$ cat src/rtl/seg_display_mux.sv
// Time-multiplexed 7-segment driver: per-digit slot scan, frame-latched shadow, LZ blanking, PWM dimming, blink.
// Outputs lag the internal index/tick state by one cycle; no backpressure, enable=0 freezes the scan and blanks.
module seg_display_mux #(
  parameter int NUM_DIGITS   = 8,
  parameter int REFRESH_DIV  = 100000,
  parameter int BLINK_FRAMES = 64
) (
  input  logic                    clock,
  input  logic                    reset_n,
  input  logic                    enable,
  input  logic [4*NUM_DIGITS-1:0] value,
  input  logic [NUM_DIGITS-1:0]   dec_points,
  input  logic [NUM_DIGITS-1:0]   blink_mask,
  input  logic                    lz_blank,
  input  logic [3:0]              brightness,
  output logic [7:0]              cathode,
  output logic [NUM_DIGITS-1:0]   anode,
  output logic [2:0]              digit_idx,
  output logic                    frame_done
);

  localparam int TICK_W  = $clog2(REFRESH_DIV);
  localparam int BLINK_W = $clog2(BLINK_FRAMES + 1);
  localparam logic [TICK_W-1:0]  TICK_LAST  = TICK_W'(REFRESH_DIV - 1);
  localparam logic [2:0]         IDX_LAST   = 3'(NUM_DIGITS - 1);
  localparam logic [BLINK_W-1:0] BLINK_LAST = BLINK_W'(BLINK_FRAMES - 1);

  logic [TICK_W-1:0]     tick_cnt;
  logic [2:0]            idx;
  logic [3:0]            pwm_cnt;
  logic [BLINK_W-1:0]    blink_cnt;
  logic                  blink_ph;
  logic [4*NUM_DIGITS-1:0] shadow_value;
  logic [NUM_DIGITS-1:0] shadow_dp;

  logic        slot_end, frame_end;
  logic [31:0] val_pad;
  logic [7:0]  dp_pad, mask_pad, lz_mask;
  logic        zero_run;
  logic [3:0]  nib;
  logic [6:0]  glyph;
  logic        lit;
  logic [NUM_DIGITS-1:0] anode_nxt;

  assign slot_end  = enable && (tick_cnt == TICK_LAST);
  assign frame_end = slot_end && (idx == IDX_LAST);

  always_ff @(posedge clock) begin
    if (!reset_n) begin
      tick_cnt     <= '0;
      idx          <= '0;
      pwm_cnt      <= '0;
      blink_cnt    <= '0;
      blink_ph     <= 1'b0;
      shadow_value <= '0;
      shadow_dp    <= '0;
      frame_done   <= 1'b0;
    end else begin
      pwm_cnt    <= pwm_cnt + 4'd1;
      frame_done <= frame_end;
      if (enable) tick_cnt <= slot_end ? '0 : tick_cnt + 1'b1;
      if (slot_end) idx <= frame_end ? 3'd0 : idx + 3'd1;
      // Content only changes at the frame boundary so a frame never tears.
      if (frame_end) begin
        shadow_value <= value;
        shadow_dp    <= dec_points;
        if (blink_cnt == BLINK_LAST) begin
          blink_cnt <= '0;
          blink_ph  <= ~blink_ph;
        end else begin
          blink_cnt <= blink_cnt + 1'b1;
        end
      end
    end
  end

  assign val_pad  = 32'(shadow_value);
  assign dp_pad   = 8'(shadow_dp);
  assign mask_pad = 8'(blink_mask);
  assign nib      = val_pad[{idx, 2'b00} +: 4];

  // Zero run from the top digit; a lit DP or a nonzero nibble ends it, digit 0 is never in it.
  always_comb begin
    lz_mask  = '0;
    zero_run = 1'b1;
    for (int i = NUM_DIGITS - 1; i >= 1; i--) begin
      if (zero_run && (val_pad[4*i +: 4] == 4'd0) && !dp_pad[i]) lz_mask[i] = 1'b1;
      else zero_run = 1'b0;
    end
  end

  always_comb begin
    glyph = 7'b1111111;
    case (nib)
      4'h0: glyph = 7'b1000000;
      4'h1: glyph = 7'b1111001;
      4'h2: glyph = 7'b0100100;
      4'h3: glyph = 7'b0110000;
      4'h4: glyph = 7'b0011001;
      4'h5: glyph = 7'b0010010;
      4'h6: glyph = 7'b0000010;
      4'h7: glyph = 7'b1111000;
      4'h8: glyph = 7'b0000000;
      4'h9: glyph = 7'b0010000;
      4'hA: glyph = 7'b0001000;
      4'hB: glyph = 7'b0000011;
      4'hC: glyph = 7'b1000110;
      4'hD: glyph = 7'b0100001;
      4'hE: glyph = 7'b0000110;
      4'hF: glyph = 7'b0001110;
      default: glyph = 7'b1111111;
    endcase
  end

  assign lit = enable
            && ((brightness == 4'hF) || (pwm_cnt < brightness))
            && !(lz_blank && lz_mask[idx])
            && !(blink_ph && mask_pad[idx]);

  always_comb begin
    anode_nxt = '1;
    for (int i = 0; i < NUM_DIGITS; i++) begin
      if (lit && (idx == 3'(i))) anode_nxt[i] = 1'b0;
    end
  end

  always_ff @(posedge clock) begin
    if (!reset_n) begin
      anode     <= '1;
      cathode   <= 8'hFF;
      digit_idx <= 3'd0;
    end else begin
      anode     <= anode_nxt;
      cathode   <= lit ? {~dp_pad[idx], glyph} : 8'hFF;
      digit_idx <= idx;
    end
  end

endmodule

$ cat config.mk
export PLATFORM = sky130hd
export DESIGN_NAME = seg_display_mux
export DESIGN_NICKNAME = d
export VERILOG_FILES = /design/src/rtl/seg_display_mux.sv
export SDC_FILE = /design/constraint.sdc
export NUM_CORES = 1
export LEC_CHECK = 0
export ABC_AREA = 1
export ABC_CLOCK_PERIOD_IN_PS = 2600
export CELL_PAD_IN_SITES_DETAIL_PLACEMENT = 1
export CELL_PAD_IN_SITES_GLOBAL_PLACEMENT = 2
export CORE_MARGIN = 2
export CORE_UTILIZATION = 29
export DETAILED_ROUTE_END_ITERATION = 16
export PLACE_DENSITY = 0.86
export SETUP_SLACK_MARGIN = 0.15
export SYNTH_ARGS = -nofsm -noshare
export SYNTH_HDL_FRONTEND = slang
export SYNTH_SLANG_ARGS = --single-unit
$ cat constraint.sdc
create_clock -name clock -period 2.6 [get_ports clock]
set_input_delay 0.26 -clock clock [delete_from_list [all_inputs] [get_ports clock]]
set_output_delay 0.26 -clock clock [all_outputs]
set_load 0.02 [all_outputs]
Word level (Yosys, flattened, before mapping). Memories as Yosys holds them, arrays and structs flattened. A register that Yosys moved wholly into a read port is not among the register bits. Index checks and enable logic that the tools add are counted. Widths: inputs -> output; s select.

Register bits: 92. Latch bits: 0. Bits in writable memories: 0. Memory bits (read-only): 112. Input bits: 56. Output and inout port bits: 20. Word-level logic and storage cells: 109. Memories: 1.

Memories: (no name shown) (depth 16, width 7, rd ports 1, clocked after memory_dff 1, wr ports 0, line 94) `case (nib)`.

$add $sub $neg: 4. Multipliers: 0. Div/mod/pow operators: 0. Magnitude comparators: 2. Equality and inequality tests: 10. Shifts and indexed selects: 1. Mux-type cells: 29. Bitwise operators: 2. Reductions and logical operators: 49.

Operators with widths (count): $shiftx 32x6->4 (1); $logic_and 1x1->1 (28); $logic_not 4->1 (7); $mux 1 (23); $add 17x1->17 const B (1); $eq 17x17->1 const B (1); $mux 17 (1); $eq 3x3->1 const B (4); $logic_not 1->1 (10); $bmux 1 s3 (3); $add 7x1->7 const B (1); $eq 7x6->1 const B (1); $mux 7 (1); $eq 3x2->1 const B (2); $add 4x1->4 const B (1); $eq 4x4->1 const B (1); $lt 3x4->1 const B (1); $lt 4x4->1 (1); $reduce_and 2->1 (2); $add 3x1->3 const B (1); $eq 3x1->1 const B (1); $logic_not 3->1 (1); $mux 3 (1); $not 1->1 (2); $logic_or 1x1->1 (1).

Depth between registers and ports, before layout. Gate-level depths: netlist (run 1).

Depth in word-level cells: 29. Mapped depth: 15. Depth with buffers taken out: 13.

Worst setup path after synthesis (run 1). Ideal clock, no wire load.

Path type: reg2reg. Start point: register idx[0]. End point: register cathode[1]. Setup time: 0.122 ns. Data arrival time: 1.764 ns. Data required time: 2.478 ns. Path slack: 0.714 ns. Stages on the path, launching flop included: 12. Buffers on the path: 1. Clock period less this slack: 1.886 ns. Path through: dfxtp_1 -> inv_1 -> buf_2 -> nand2_1 -> nand3_1 -> nand2_1 -> o21ai_0 -> ha_1 -> nand3_1 -> nand2_1 -> nand2_1 -> nand2_1.

Word-level cells in the longest chain between the ends: 8. Elaborated cells between the ends (all ways): 13. Those cells by class: 1 x shift; 4 x mux; 8 x reduce/logical.

RTL lines: start: declaration (line 29) `logic [2:0] idx;`; start signal: assignment (line 62) `if (slot_end) idx <= frame_end ? 3'd0 : idx + 3'd1;`; $bmux 1 s3 (line 117) `&& !(lz_blank && lz_mask[idx])`; $mux 1 (implied by the code) (line 117); $logic_and 1x1->1 (line 117); $logic_not 1->1 (line 117); $logic_and 1x1->1 (line 117); $logic_and 1x1->1 (line 118) `&& !(blink_ph && mask_pad[idx]);`; $reduce_and 2->1 (no source line); $logic_not 1->1 (no source line); end: declaration (line 16) `output logic [7:0] cathode,`.

Parallel ways exist; a longest one is shown, timed or not. The select of a mux whose other input is x is not followed. A chain may end at the register's enable or synchronous reset.

Worst setup path after layout (run 1).
Start point: register idx[0]. End point: register cathode[3].

The elaborated chain is that of the path after synthesis.

==> results of run 1 <==
[power by group through the flow]
stage	Combinational [W]	Sequential, W	Clock [W]
final	0.000192	0.00143	0.00137
after global routing	0.000209	0.00143	0.00145
after CTS	0.000195	0.00143	0.00139
after detailed placement	0.000193	0.00147	0
after global placement	0.000187	0.00146	0
after floorplan	0.0000563	0.00147	0
[critical path: stages (launching register included)]
cell and delay, ns:
dfxtp_1 0.31, inv_1 0.39, nand2_1 0.13, nand3_1 0.12, nand3_1 0.08, nand2_1 0.21, inv_1 0.13, ha_1 0.23
nand3_1 0.14, nand2_1 0.09, nand2_1 0.07, nand2_1 0.05, inv_1 0.05, nand2_1 0.06
[state kept, by name, indices dropped and copies added, names as in the netlist]
name,cells
blink_ph,1
digit_idx,3
shadow_value,32
frame_done,1
blink_cnt,7
anode,8
tick_cnt,17
idx,3
cathode,8
pwm_cnt,4
dp_pad,8
[worst max-delay path by stage]
stage             startpoint    endpoint  slack (ns)
2_1_floorplan         idx[0]  cathode[1]        0.71
6_report              idx[0]  cathode[3]        0.41
4_1_cts               idx[0]  cathode[3]        0.40
3_5_place_dp          idx[0]  cathode[3]        0.42
5_1_grt               idx[0]  cathode[3]        0.20
3_3_place_gp   brightness[3]  cathode[4]        0.52
[per-layer routing]
layer / track usage, % / wire length, um
met3: 2.92 / 417
met1: 23.1 / 7260
met5: 0 / 0
met2: 29.0 / 6850
met4: 6.39 / 257
[metrics by stage]
step | util (%) | cells | total power, W | hold WS (ns)
2_1_floorplan | - | 710 | 0.00153 | 0.398
3_3_place_gp | 36.0 | 984 | 0.00165 | 0.446
3_5_place_dp | 36.0 | 984 | 0.00166 | 0.459
4_1_cts | 37.9 | 1000 | 0.00302 | 0.470
5_1_grt | 37.9 | 1000 | 0.00310 | 0.485
6_report | 37.9 | 1000 | 0.00299 | 0.468
[placed cells by master (no fill, tap or decap), types with 2 or more instances in the layout]
| cell type | count |
|---|---|
| a21oi_1 | 61 |
| o21ai_0 | 18 |
| nand3_1 | 112 |
| clkbuf_16 | 9 |
| nor2_4 | 2 |
| xor2_1 | 4 |
| inv_2 | 2 |
| inv_1 | 78 |
| a211oi_1 | 3 |
| nand2_1 | 194 |
| xnor2_1 | 2 |
| nor3b_1 | 2 |
| nor4_1 | 2 |
| ha_1 | 17 |
| clkdlybuf4s50_1 | 75 |
| nand4_1 | 9 |
| nor3_1 | 8 |
| o31ai_1 | 2 |
| buf_4 | 13 |
| dfxtp_1 | 92 |
| nand2_2 | 2 |
| nor2_1 | 61 |
[area by class of cell]
| class | count | area [sq um] |
|---|---|---|
| fill | 1999 | 9900 |
| multi-input combinational | 507 | 2460 |
| sequential | 92 | 1840 |
| timing repair buffer | 89 | 868 |
| inverter | 80 | 300 |
| tap | 216 | 270 |
| clock buffer | 11 | 243 |
| clock inverter | 5 | 60.1 |
[logic make-up after synthesis]
kind of cell / Yosys count / synth area share, %
compound gates: 85 / 9.27
fa+ha+maj: 18 / 4.73
buf+inv: 111 / 9.80
simple gates: 398 / 36.4
xor+xnor: 6 / 1.10
flops: 92 / 38.7
==> flow_metrics.tcl, run 1 <==
set metrics [dict create \
    status "complete, no violations" \
    fmax_ghz 0.457 \
    drive_above_1_share_pct 5.36 \
    synth_area_leader_cell "dfxtp_1" \
    ant_nets 0 \
    drc 0 \
    slew_headroom_pct 47.2 \
    cts_root_buf "clkbuf_16" \
    viasPerCell 4.80 \
    cts_max_level 3 \
    design.die.area_sq_um 17500 \
    cts_post_setup_buffers_inserted 0 \
    grt_usage_pct 17.6 \
    diodes 0 \
    avgSynthCellArea_sq_um 6.71 \
    synth_top_area_share_pct 38.7 \
    power_density_nw_per_um2 495 \
    cts-resized-gates 0 \
    syn_inst 710 \
    ioPinCount 76 \
    sw_frac_of_total_pct 22.8 \
    grt_pass1_vias 5148 \
    fin_crit_sh_pct 84.2 \
    grt-ovfl-total 0 \
    hp-start "dp_pad[5]" \
    wire_per_inst_um 14.8 \
    p_leak_nw 2.40 \
    final_max_slew_viol_count 0 \
    clk_latency_ns 0.35 \
    setup_viol_count_final 0 \
    pwr-share-clk_pct 45.7 \
    rows 46 \
    synth_nets 784 \
    finalHoldViolations 0 \
    antenna_found_initial 0 \
    cts.path.max_buffers 2 \
    cp.required_ns 2.82 \
    hold_buffers 0 \
    netlist_area_sq_um 4760 \
    cts_sinks 92 \
    initial_core_util_pct 29.9 \
    synth_most_common_cell "nand2_1" \
    final_area_sq_um 6040 \
    r2r-start "idx[0]" \
    worst_pin_slew_ns 0.791 \
    finalWorstSetupSlack_ns 0.410 \
    yosysUniqueCellTypes 30 \
    finalCriticalPeriod_ns 2.19 \
    async_flop_share_pct 0 \
    rsz0062_at_grt "no" \
    combPwrFrac_pct 6.4 \
    yosysWarnings 0 \
    drtPass1Iterations 4 \
    ys_top_cells_by_count "nand2_1, nand3_1, dfxtp_1" \
    core_area_sq_um 15900 \
    crit_path_start_kind "flip-flop" \
    drtIter0Drc 210 \
    port_buffers 75 \
    place_area_sq_um 5740 \
    place.gp.congestion 0.808 \
    peakVddDrop_uv 313 \
    cts_tree "done" \
    synth_edf_count 0 \
    finClkSkew_ns 0.0129 \
    grt_max_degree 46 \
    yosysSeqAreaShare_pct 38.7 \
    cap_violations 0 \
    hold_depth 2 \
    totalWireLength_mm 14.8 \
    ys_ff_latch 92 \
    intPower_w 0.00231 \
    num_vias 4798 \
    p_switching_w 0.000683 \
    ff2ff_setup_slack_ns 0.41 \
    die_w_um 132 \
    r2r-end "cathode[3]" \
    hold_path_class "flip-flop to flip-flop" \
    seq_power_share_pct 47.9 \
    dpl.hpwl_mm 11.2 \
    synth_ff_type "dfxtp_1" \
    place_ws_ns 0.420 \
    die_y_um 132 \
    min_to "dp_pad[5]" \
    crit_fanout 15 \
    nets 853 \
    tns_ns 0 \
    cp_data_arrival_time_ns 2.41 \
    numCtsBuffers 9 \
    syn2layout_area_growth_pct 26.8 \
    crit_type "flip-flop to flip-flop" \
    synth_area_leaders "dfxtp_1, nand2_1, nand3_1" \
    grt_pass1_wl_mm 25.1 \
    reg2regPathDepth 13 \
    clkTransAtPathRegs_ns 0.07 \
    worst_setup_path_end_kind "flip-flop" \
]
Power figures use the tool's default switching activity.
==> run 2: changes to the inputs <==
ABC_CLOCK_PERIOD_IN_PS = 2100   (was 2600)
clock period = 2.1 ns   (was 2.6 ns; I/O delays follow)
==> flow_metrics.tcl, run 2 (same netlist as run 1, synthesis figures left out) <==
set metrics [dict create \
    cts_root_buf "clkbuf_16" \
    drive_above_1_share_pct 10.5 \
    cts_sinks 92 \
    sw_frac_of_total_pct 23.9 \
    reg2regPathDepth 12 \
    place_ws_ns -0.0725 \
    fmax_ghz 0.545 \
    rows 46 \
    finClkSkew_ns 0.0110 \
    numCtsBuffers 9 \
    grt_pass1_wl_mm 24.9 \
    slew_headroom_pct 54.4 \
    cts_max_level 3 \
    drtIter0Drc 267 \
    cpPeakStageDelay_ns 0.38 \
    largest_register_ff_count 32 \
    pwr-share-clk_pct 43.4 \
    grt_max_degree 46 \
    path_cells "inv_2 -> buf_12 -> nand2_1 -> nand3_1 -> nand3_1 -> o21ai_1 -> buf_4 -> ha_1 -> nand3_1 -> nand2_1 -> nand2_1 -> nand2_1" \
    crit_type "flip-flop to flip-flop" \
    place.gp.congestion 0.854 \
    clkTransAtPathRegs_ns 0.07 \
    intPower_w 0.00271 \
    ff2ff_setup_slack_ns 0.26 \
    hold_buffers 0 \
    finalWorstSetupSlack_ns 0.265 \
    hold_path_class "input pin to flip-flop" \
    core_area_sq_um 15900 \
    final_common_cell "nand2_1" \
    ioPinCount 76 \
    peakVddDrop_uv 342 \
    die_w_um 132 \
    grt_use_met3_pct 3.50 \
    crit_path_start_kind "flip-flop" \
    finalHoldViolations 0 \
    ant_nets 0 \
    multi_input_area_sq_um 2510 \
    grt_pass1_vias 5074 \
    drtPass1Iterations 4 \
    fill_cells 2039 \
    drc 0 \
    cts_tree "done" \
    cts.path.max_buffers 2 \
    cp_slowest_cell "dfxtp_4" \
    cp_data_arrival_time_ns 2.07 \
    power_density_nw_per_um2 559 \
    use_met2_pct 28.6 \
    cp.required_ns 2.33 \
    cap_violations 0 \
    clk_latency_ns 0.36 \
    reg.largest.list "shadow_value x32, tick_cnt x17" \
    crit_fanout 18 \
    final-seq-area_sq_um 1850 \
    tns_ns 0 \
    final_area_sq_um 6360 \
    setup_viol_count_final 0 \
    final_max_slew_viol_count 0 \
    initial_core_util_pct 29.9 \
    port_buffers 75 \
    final_cell_mix "nand2_1, nand3_1, dfxtp_1" \
    design.die.area_sq_um 17500 \
    crit_path_start "idx[0]" \
    worst_setup_path_end_kind "flip-flop" \
    grt_usage_pct 17.5 \
    syn2layout_area_growth_pct 33.5 \
    num_vias 4911 \
    fin_crit_sh_pct 87.4 \
    top_register "shadow_value" \
    place_area_sq_um 5880 \
    p_leak_nw 2.54 \
    diodes 0 \
    use_met1_pct 23.0 \
    viasPerCell 4.77 \
    die_y_um 132 \
    crit_path_frequent_cell "nand2_1" \
    hp-start "dec_points[1]" \
    dpl.hpwl_mm 11.3 \
    p_switching_w 0.000851 \
    worst_pin_slew_ns 0.684 \
    totalWireLength_mm 15.5 \
    finalCriticalPeriod_ns 1.84 \
    r2r-end "cathode[1]" \
    status "complete, no violations" \
    nets 882 \
    worstSetupEndpoint "cathode[1]" \
    grt-ovfl-total 0 \
    seq_power_share_pct 49.9 \
    combPwrFrac_pct 6.7 \
    layout.cells.non_filler 1029 \
    rsz0062_at_grt "no" \
    dp_cells 999 \
    wire_per_inst_um 15.0 \
    antenna_found_initial 0 \
    r2r-start "idx[0]" \
    busiest_layer "met2" \
]
==> run 2: changes by cell type in the layout (fill, tap and decap cells not counted), moves of 3 or more <==
cell and change:
inv_1 -3, nand2_1 -3, nand2_2 +3, clkinvlp_4 +3
inv_2 +3, dfxtp_1 -3, buf_4 +21
==> run 2: worst max-delay path: cells and delay by family (launching register included) <==
kind	cells	cell delay [ns]
and+or+nand+nor	7	0.59
DFF	1	0.38
buffers and inverters	3	0.38
adders and majority gates	1	0.27
AOI/OAI and AO/OA	1	0.09
==> run 2: through the flow <==
step,power (W),utilization (%),hold WS [ns]
global placement,0.00205,36.9,0.449
detailed placement,0.00205,36.9,0.459
CTS,0.00359,38.8,0.433
finish,0.00356,39.9,0.437
floorplan,0.00189,-,0.348
global route,0.00369,39.9,0.455
==> run 2: how the worst min path moves through the flow <==
| stage | cells after the start | slack [ns] | to |
|---|---|---|---|
| finish | 3 | 0.44 | dp_pad[1] |
| global route | 3 | 0.46 | dp_pad[1] |
| CTS | 3 | 0.43 | shadow_value[20] |
| detailed placement | 2 | 0.46 | shadow_value[0] |
| global placement | 1 | 0.45 | pwm_cnt[0] |
| floorplan | 2 | 0.35 | idx[1] |
==> run 2: metal layers <==
layer / up-vias / routed length (um)
met5: - / 0
met4: 0 / 373
met3: 25 / 593
met2: 86 / 7110
met1: 2315 / 7410
li1: 2485 / -
==> run 2: power groups by stage <==
stage	clock, W	combinational, W	sequential [W]
after CTS	0.00158	0.000241	0.00177
after floorplan	0	0.0000696	0.00182
after detailed placement	0	0.000240	0.00181
after global placement	0	0.000234	0.00181
final	0.00154	0.000240	0.00177
after global routing	0.00165	0.000262	0.00177
==> run 2: layout make-up <==
type	instances	area share (%)
Clock buffer	9	3.54
Clock inverter	7	0.826
Inverter	80	4.72
Multi-Input combinational cell	508	39.5
Sequential cell	92	29.1
Tap cell	216	4.25
Timing Repair Buffer	117	18.1
==> run 2: what timing repair did <==
item	in CTS	in global routing
endpoints found under the setup margin	53	57
pin swaps	0	2
gates cloned	0	3
buffers inserted	0	11
gates resized for setup	6	15
==> run 3: changes to the inputs <==
CORE_ASPECT_RATIO = 0.75   (was unset)
==> flow_metrics.tcl, run 3 (same netlist as run 1, synthesis figures left out) <==
set metrics [dict create \
    status "complete, no violations" \
    antenna_found_initial 0 \
    critPathTopFamily "simple AND/OR/NAND/NOR gates" \
    pwr-share-clk_pct 46.1 \
    core_area_sq_um 16100 \
    p_leak_nw 2.52 \
    cp_data_arrival_time_ns 2.09 \
    finalCriticalPeriod_ns 1.82 \
    fmax_ghz 0.550 \
    hold_buffers 0 \
    reg.largest.list "shadow_value x32, tick_cnt x17" \
    intPower_w 0.00297 \
    final_cell_mix "nand2_1, nand3_1, dfxtp_1" \
    worst_setup_path_end_kind "flip-flop" \
    die_y_um 115 \
    clk_latency_ns 0.35 \
    p_switching_w 0.000778 \
    setup_viol_count_final 0 \
    sw_frac_of_total_pct 20.8 \
    rsz0062_at_grt "no" \
    dp_cells 986 \
    fill_cells 2024 \
    drtIter0Drc 200 \
    cp_slowest_cell "dfxtp_4" \
    cts_max_level 3 \
    totalWireLength_mm 15.2 \
    slew_headroom_pct 52.2 \
    die_w_um 152 \
    grt_usage_pct 17.8 \
    path_cells "ha_4 -> nand3_1 -> nor2_2 -> nand3_2 -> nor2_8 -> buf_4 -> clkbuf_16 -> nand3_1 -> a21oi_1" \
    drc 0 \
    initial_core_util_pct 29.7 \
    nets 873 \
    cp.required_ns 2.37 \
    rows 40 \
    diodes 0 \
    cts.path.max_buffers 2 \
    viasPerCell 4.83 \
    num_vias 4890 \
    crit_path_start_kind "flip-flop" \
    crit_type "flip-flop to flip-flop" \
    finalWorstSetupSlack_ns 0.283 \
    wire_per_inst_um 15.0 \
    layout.cells.non_filler 1012 \
    ioPinCount 76 \
    fin_crit_sh_pct 86.5 \
    largest_register_ff_count 32 \
    finalHoldViolations 0 \
    drive_above_1_share_pct 9.23 \
    grt_max_degree 46 \
    combPwrFrac_pct 6.5 \
    cts_tree "done" \
    cts_root_buf "clkbuf_16" \
    crit_path_frequent_cell "nand3_1" \
    cpPeakStageDelay_ns 0.38 \
    top_register "shadow_value" \
    design.die.area_sq_um 17500 \
    place.gp.congestion 0.872 \
    cts_sinks 92 \
    dpl.hpwl_mm 11.0 \
    hold_path_class "input pin to flip-flop" \
    cap_violations 0 \
    final_common_cell "nand2_1" \
    numCtsBuffers 9 \
    worst_pin_slew_ns 0.717 \
    final_max_slew_viol_count 0 \
    clkTransAtPathRegs_ns 0.06 \
    grt_pass1_vias 5089 \
    syn2layout_area_growth_pct 33.8 \
    peakVddDrop_uv 345 \
    seq_power_share_pct 47.5 \
    power_density_nw_per_um2 587 \
    place_ws_ns -0.0194 \
    cp_num_buf_inv 2 \
    ant_nets 0 \
    drtPass1Iterations 4 \
    grt_pass1_wl_mm 25.2 \
    finClkSkew_ns 0.00913 \
    port_buffers 75 \
    crit_fanout 9 \
    grt-ovfl-total 0 \
]
==> run 3: layout make-up <==
class / count / area (sq um) / area share, %
Sequential cell: 92 / 1850 / 29.0
Clock buffer: 12 / 246 / 3.87
Multi-Input combinational cell: 507 / 2510 / 39.4
Clock inverter: 2 / 60.1 / 0.942
Inverter: 80 / 304 / 4.77
Tap cell: 210 / 263 / 4.12
Timing Repair Buffer: 109 / 1140 / 17.9
==> run 3: path summary, 6_finish.rpt <==
check,start,end,slack (ns),cells after the start
max,tick_cnt[0],blink_cnt[2],0.28,9
max reg2reg,tick_cnt[0],blink_cnt[2],0.28,9
min,value[12],shadow_value[12],0.45,3
min reg2reg,dp_pad[0],dp_pad[0],0.46,2
==> run 3: power by group through the flow <==
stage	registers, W	clock network (W)	logic [W]
final	0.00178	0.00172	0.000242
after global routing	0.00178	0.00185	0.000266
after CTS	0.00178	0.00178	0.000244
after detailed placement	0.00181	0	0.000243
after global placement	0.00181	0	0.000235
after floorplan	0.00182	0	0.0000696
==> run 3: what timing repair did <==
item,CTS,global route
gates resized for setup,8,14
pin swaps,2,2
buffers inserted,4,5
setup endpoints to repair,51,57
cloned,1,2
==> run 3: worst reg2reg max path, delay by kind of cell, from the launching register on <==
| family | cells | cell delay [ns] |
|---|---|---|
| AO/OA/AOI/OAI | 1 | 0.16 |
| adder cells (fa/ha/maj) | 1 | 0.16 |
| buffers and inverters | 2 | 0.36 |
| flip-flops | 1 | 0.38 |
| AND/OR/NAND/NOR | 5 | 0.69 |
==> run 3: per-stage QoR <==
stage / TNS, ns / power [W] / cell area [sq um] / hold WS (ns) / util, %
2_1_floorplan: 0 / 0.00189 / 4760 / 0.348 / -
4_1_cts: 0 / 0.00380 / 6230 / 0.431 / 38.8
3_5_place_dp: -0.0215 / 0.00206 / 5840 / 0.456 / 36.4
3_3_place_gp: 0 / 0.00205 / 5840 / 0.446 / 36.4
5_1_grt: 0 / 0.00389 / 6380 / 0.446 / 39.7
6_report: 0 / 0.00374 / 6380 / 0.446 / 39.7
==> run 3: layer usage <==
layer	up-vias	track usage, %	wire (um)
li1	2459	-	-
met1	2338	24.1	7680
met2	78	28.7	6780
met3	15	3.73	536
met4	0	5.23	183
met5	-	0	0
